**src/rtl/gray_pkg.sv**
```systemverilog
// rtl/gray_pkg.sv - shared types and Gray-code helpers for the Gray sequence generator
package gray_pkg;

   // Widest code the helper functions handle; callers zero-extend and truncate.
   localparam int GRAY_MAX_W = 32;

   typedef enum logic [1:0] {
      IDLE = 2'd0,
      RUN  = 2'd1,
      DONE = 2'd2
   } state_t;

   function automatic logic [GRAY_MAX_W-1:0] bin2gray(input logic [GRAY_MAX_W-1:0] bin);
      return bin ^ (bin >> 1);
   endfunction

   function automatic logic [GRAY_MAX_W-1:0] gray2bin(input logic [GRAY_MAX_W-1:0] gray);
      logic [GRAY_MAX_W-1:0] bin;
      bin[GRAY_MAX_W-1] = gray[GRAY_MAX_W-1];
      for (int i = GRAY_MAX_W - 2; i >= 0; i--) begin
         bin[i] = bin[i+1] ^ gray[i];
      end
      return bin;
   endfunction

endpackage

```
**src/rtl/gray_flip_enc.sv**
```systemverilog
// rtl/gray_flip_enc.sv - one-hot to bit-index encoder for the flipped Gray bit
module gray_flip_enc #(
   parameter int WIDTH = 8
) (
   input  logic [WIDTH-1:0]         onehot,
   output logic [$clog2(WIDTH)-1:0] idx
);

   localparam int IW = $clog2(WIDTH);

   // Priority scan; with a true one-hot input the highest set bit is the only set bit.
   always_comb begin
      idx = '0;
      for (int i = 0; i < WIDTH; i++) begin
         if (onehot[i]) begin
            idx = IW'(i);
         end
      end
   end

endmodule

```
**src/rtl/gray_seq_gen.sv**
```systemverilog
// rtl/gray_seq_gen.sv - up/down Gray-code sequence generator with valid/ready output
module gray_seq_gen
   import gray_pkg::*;
#(
   parameter int WIDTH = 8
) (
   input  logic                     clk,
   input  logic                     rst,
   input  logic                     start,
   input  logic                     abort,
   input  logic                     dir,
   input  logic [WIDTH-1:0]         start_val,
   input  logic [WIDTH-1:0]         len,
   input  logic                     out_ready,
   output logic                     out_valid,
   output logic [WIDTH-1:0]         out_gray,
   output logic [WIDTH-1:0]         out_bin,
   output logic [$clog2(WIDTH)-1:0] flip_idx,
   output logic                     busy,
   output logic                     done
);

   localparam int IW = $clog2(WIDTH);

   state_t           state_q, state_d;
   logic [WIDTH-1:0] bin_q, bin_d;
   logic [WIDTH-1:0] rem_q, rem_d;
   logic             dir_q, dir_d;
   logic             valid_d;
   logic [WIDTH-1:0] gray_d;
   logic [IW-1:0]    flip_d;
   logic             busy_d;
   logic             done_d;

   logic [WIDTH-1:0] step_bin;
   logic [WIDTH-1:0] step_gray;
   logic [IW-1:0]    step_flip;

   // Next code in the latched direction; modulo arithmetic gives the wrap for free.
   assign step_bin  = dir_q ? (bin_q - WIDTH'(1)) : (bin_q + WIDTH'(1));
   assign step_gray = WIDTH'(bin2gray(GRAY_MAX_W'(step_bin)));

   gray_flip_enc #(
      .WIDTH (WIDTH)
   ) u_flip_enc (
      .onehot (out_gray ^ step_gray),
      .idx    (step_flip)
   );

   // Next-state and next-output decode; every output is registered from these values.
   always_comb begin
      state_d = state_q;
      bin_d   = bin_q;
      rem_d   = rem_q;
      dir_d   = dir_q;
      valid_d = out_valid;
      gray_d  = out_gray;
      flip_d  = flip_idx;
      busy_d  = busy;
      done_d  = 1'b0;
      case (state_q)
         IDLE: begin
            valid_d = 1'b0;
            busy_d  = 1'b0;
            if (start && !abort) begin
               state_d = RUN;
               bin_d   = start_val;
               rem_d   = len;
               dir_d   = dir;
               valid_d = 1'b1;
               gray_d  = WIDTH'(bin2gray(GRAY_MAX_W'(start_val)));
               flip_d  = '0;
               busy_d  = 1'b1;
            end
         end
         RUN: begin
            if (abort) begin
               state_d = IDLE;
               valid_d = 1'b0;
               busy_d  = 1'b0;
            end else if (out_valid && out_ready) begin
               if (rem_q == '0) begin
                  state_d = DONE;
                  valid_d = 1'b0;
                  done_d  = 1'b1;
               end else begin
                  bin_d  = step_bin;
                  rem_d  = rem_q - WIDTH'(1);
                  gray_d = step_gray;
                  flip_d = step_flip;
               end
            end
         end
         DONE: begin
            state_d = IDLE;
            valid_d = 1'b0;
            busy_d  = 1'b0;
         end
         default: begin
            state_d = IDLE;
            valid_d = 1'b0;
            busy_d  = 1'b0;
         end
      endcase
   end

   // FSM state register.
   always_ff @(posedge clk or posedge rst) begin
      if (rst) begin
         state_q <= IDLE;
      end else begin
         state_q <= state_d;
      end
   end

   // Counter and output registers; out_bin is the live binary counter itself.
   always_ff @(posedge clk or posedge rst) begin
      if (rst) begin
         bin_q     <= '0;
         rem_q     <= '0;
         dir_q     <= 1'b0;
         out_valid <= 1'b0;
         out_gray  <= '0;
         flip_idx  <= '0;
         busy      <= 1'b0;
         done      <= 1'b0;
      end else begin
         bin_q     <= bin_d;
         rem_q     <= rem_d;
         dir_q     <= dir_d;
         out_valid <= valid_d;
         out_gray  <= gray_d;
         flip_idx  <= flip_d;
         busy      <= busy_d;
         done      <= done_d;
      end
   end

   assign out_bin = bin_q;

endmodule

```
**config.mk**
```make
export PLATFORM = sky130hd
export DESIGN_NAME = gray_seq_gen
export DESIGN_NICKNAME = d
export VERILOG_FILES = /design/src/rtl/gray_pkg.sv /design/src/rtl/gray_flip_enc.sv /design/src/rtl/gray_seq_gen.sv
export SDC_FILE = /design/constraint.sdc
export NUM_CORES = 1
export LEC_CHECK = 0
export ABC_AREA = 1
export BUFFER_PORTS_ARGS = -buffer_cell sky130_fd_sc_hd__buf_2
export CORE_UTILIZATION = 55
export CTS_CLUSTER_DIAMETER = 60
export CTS_CLUSTER_SIZE = 20
export DETAILED_ROUTE_END_ITERATION = 7
export PLACE_DENSITY_LB_ADDON = 0.25
export SYNTH_ARGS = -nofsm -noshare
export SYNTH_HDL_FRONTEND = slang
export SYNTH_HIERARCHICAL = 1
export SYNTH_SLANG_ARGS = --single-unit
```
**constraint.sdc**
```tcl
create_clock -name clk -period 6.1 [get_ports clk]
set_input_delay 0.305 -clock clk [delete_from_list [all_inputs] [get_ports clk]]
set_output_delay 0.305 -clock clk [all_outputs]
set_load 0.005 [all_outputs]
```
==> summary.txt <==
Status
  – Status: finished clean

Final layout
  – Synth-to-Final Area Change: 12.6%
  – Layout Utilization: 64.7%
  – # fillers: 375
  – Ant diodes: 0
  – Share of cells above drive strength 1: 23.1%
  – Final cell count without fillers: 405
  – Final nets: between 300 and 400

Power
  – Peak VDD IR: 0.000187 V
  – Final Total Pwr: roughly 1.2 mW
  – Comb power frac: around three fifths
  – Flop pwr share: 26.4%
  – Pwr/cell area: 481 mW/mm^2
  – Cell-internal power: about 650 uW
  – Clk pwr share: 14.3%
  – Switching portion of total power: a little under half
  – Leakage: about 1.4 nW
  – Net Sw Power: 598 uW

Floorplanning
  – I/O Pins: 44
  – Core ar.: 0.00400 mm^2
  – Die ar.: 0.00444 mm^2
  – Initial cell density of the core: 57.5%
  – Rows: 23
  – DIE HEIGHT: 66.7 um
  – Die span in x: between 60 and 70 um

Worst setup path
  – Setup crit end kind: flop
  – WS Path Type: reg2reg
  – Crit path DAT: 2560 ps
  – Worst Path Required: 6280 ps
  – Crit start category: flop
  – Crit path max fanout: 9

Clock tree
  – CTS Buf Count: 5
  – Post-cts hold buffer count: 0
  – Cts repair resizes: 0
  – Root Buffer: clkbuf_8
  – H-tree levels: 2
  – Clk sink count: 32
  – Setup Fix Bufs, Post-CTS: 0
  – Clk slew on worst S/H paths: 80 ps
  – CTS max path bufs: 2
  – Skew-Pair Late Insertion Delay: 290 ps
  – CTS tree: yes

Route
  – Drt pass-1 iters: 4
  – DRC errors left: 0
  – Vias: 2,148
  – Final wirelength: 5040 um
  – Drt wl/cell: 12.4 um
  – Vias per Instance: approximately 5.3
  – Antenna viol nets, final: 0
  – 1st-iter DRT viols: 70

Logic synthesis
  – Synth Area per Inst: 7.35 um^2
  – Yosys warnings: 6
  – Cells after Synth: roughly 310
  – Post-Syn Nets: 344
  – Syn Std Cell Area: 0.00230 mm^2

Place
  – Pre-CTS setup slack: 3770 ps
  – Placed Cells: about 400
  – DP HPWL: 3730 um
  – Port buffer count: 43
  – RePlAce Congestion: 0.931

GRT
  – Pin count of the biggest net entering global routing: 38
  – First-pass GRT wire length: 8590 um
  – GRT Total Usage: 25.8%
  – Initial antenna violation count: 0
  – Overflow after GRT: 0
  – Vias in the first global route: around 2,000

STA
  – Setup Skew: 10.4 ps
  – Worst-Margin Slew: roughly 650 ps
  – Rel. slew slack: 56.6%
  – Final hold vios: 0
  – Final setup margin: 3720 ps
  – Total negative slack: 0 ps
  – Final Max Tran Viols: 0
  – Tmin final: about 2400 ps
  – RSZ-0062 raised after global routing: false
  – Final period utilization: 39.1%
  – Fmax: between 400 and 500 MHz
  – Setup violations, final: 0

Hold path
  – Min-Delay Path Class: in2async

Run
  – Max-cap viol count: 0
layer usage:
metal	global-route usage, %	wire length, um	vias up
met4	9.31	67	0
li1	-	-	1092
met1	31.8	2180	1005
met5	0	0	-
met2	43.8	2580	44
met3	5.82	223	7
placed cells by master (no fill, tap or decap), types with 2 or more instances in the layout:
cell,n
nand2_1,95
a22oi_1,3
dfrtp_1,32
o21ai_1,10
nor2_4,2
o21a_1,2
xor2_1,7
inv_2,10
nand4_1,2
or2_1,2
inv_1,26
nand3_1,22
xnor2_1,6
a31oi_2,3
a31oi_1,2
o21ai_0,9
o22ai_1,4
o211ai_1,3
nand2_2,6
nor2_1,26
a21oi_1,10
clkinv_2,2
nor3_1,2
buf_2,43
ha_1,8
clkbuf_8,6
state kept, by name, summed over array words and instances (netlist names):
| name | count |
|---|---|
| out_bin | 7 |
| flip_idx | 3 |
| state_q | 2 |
| out_valid | 1 |
| dir_q | 1 |
| busy | 1 |
| done | 1 |
| out_gray | 8 |
| rem_q | 8 |
worst paths after layout:
path,start,end,slack [ps],cells after the start
max,dir_q,flip_idx[1],3720,15
min,rst,out_gray[6],80,3
max reg2reg,dir_q,flip_idx[1],3720,15
min reg2reg,out_gray[0],out_gray[0],480,2
max in group asynchronous,rst,out_gray[3],5700,3
min in group clk,dir,dir_q,260,2
power by group through the flow:
stage	Sequential [mW]	Clock [mW]	Combinational, mW
2_1_floorplan	0.329	0	0.581
3_3_place_gp	0.333	0	0.717
3_5_place_dp	0.334	0	0.731
4_1_cts	0.331	0.183	0.738
5_1_grt	0.340	0.189	0.845
6_report	0.329	0.178	0.739
critical path: stages (launching register included):
cell and delay, ps:
dfrtp_1 500, fa_1 420, nand2_1 120, nand3_1 120
nand3_1 130, nand2_1 80, nand2_1 70, nand2_1 80
nand2_1 100, nand2_1 70, xnor2_1 170, inv_2 70
o211ai_1 90, nand3_1 90, nand3_1 90, nand2_1 60
through the flow:
stage | hold WS, ps | area, um^2
2_1_floorplan | 421 | 2300
3_3_place_gp | 414 | 2500
3_5_place_dp | 420 | 2500
4_1_cts | 97.5 | 2590
5_1_grt | 135 | 2590
6_report | 76.7 | 2590
final cells by class:
| cell class | count | area, um^2 | area share (%) |
|---|---|---|---|
| Tap cell | 50 | 62.6 | 2.42 |
| Clock inverter | 2 | 10.0 | 0.387 |
| Clock buffer | 6 | 82.6 | 3.19 |
| Sequential cell | 32 | 801 | 30.9 |
| Timing Repair Buffer | 44 | 223 | 8.60 |
| Inverter | 37 | 141 | 5.46 |
| Multi-Input combinational cell | 234 | 1270 | 49.0 |
Note: power is estimated with default switching activity, not from simulation.
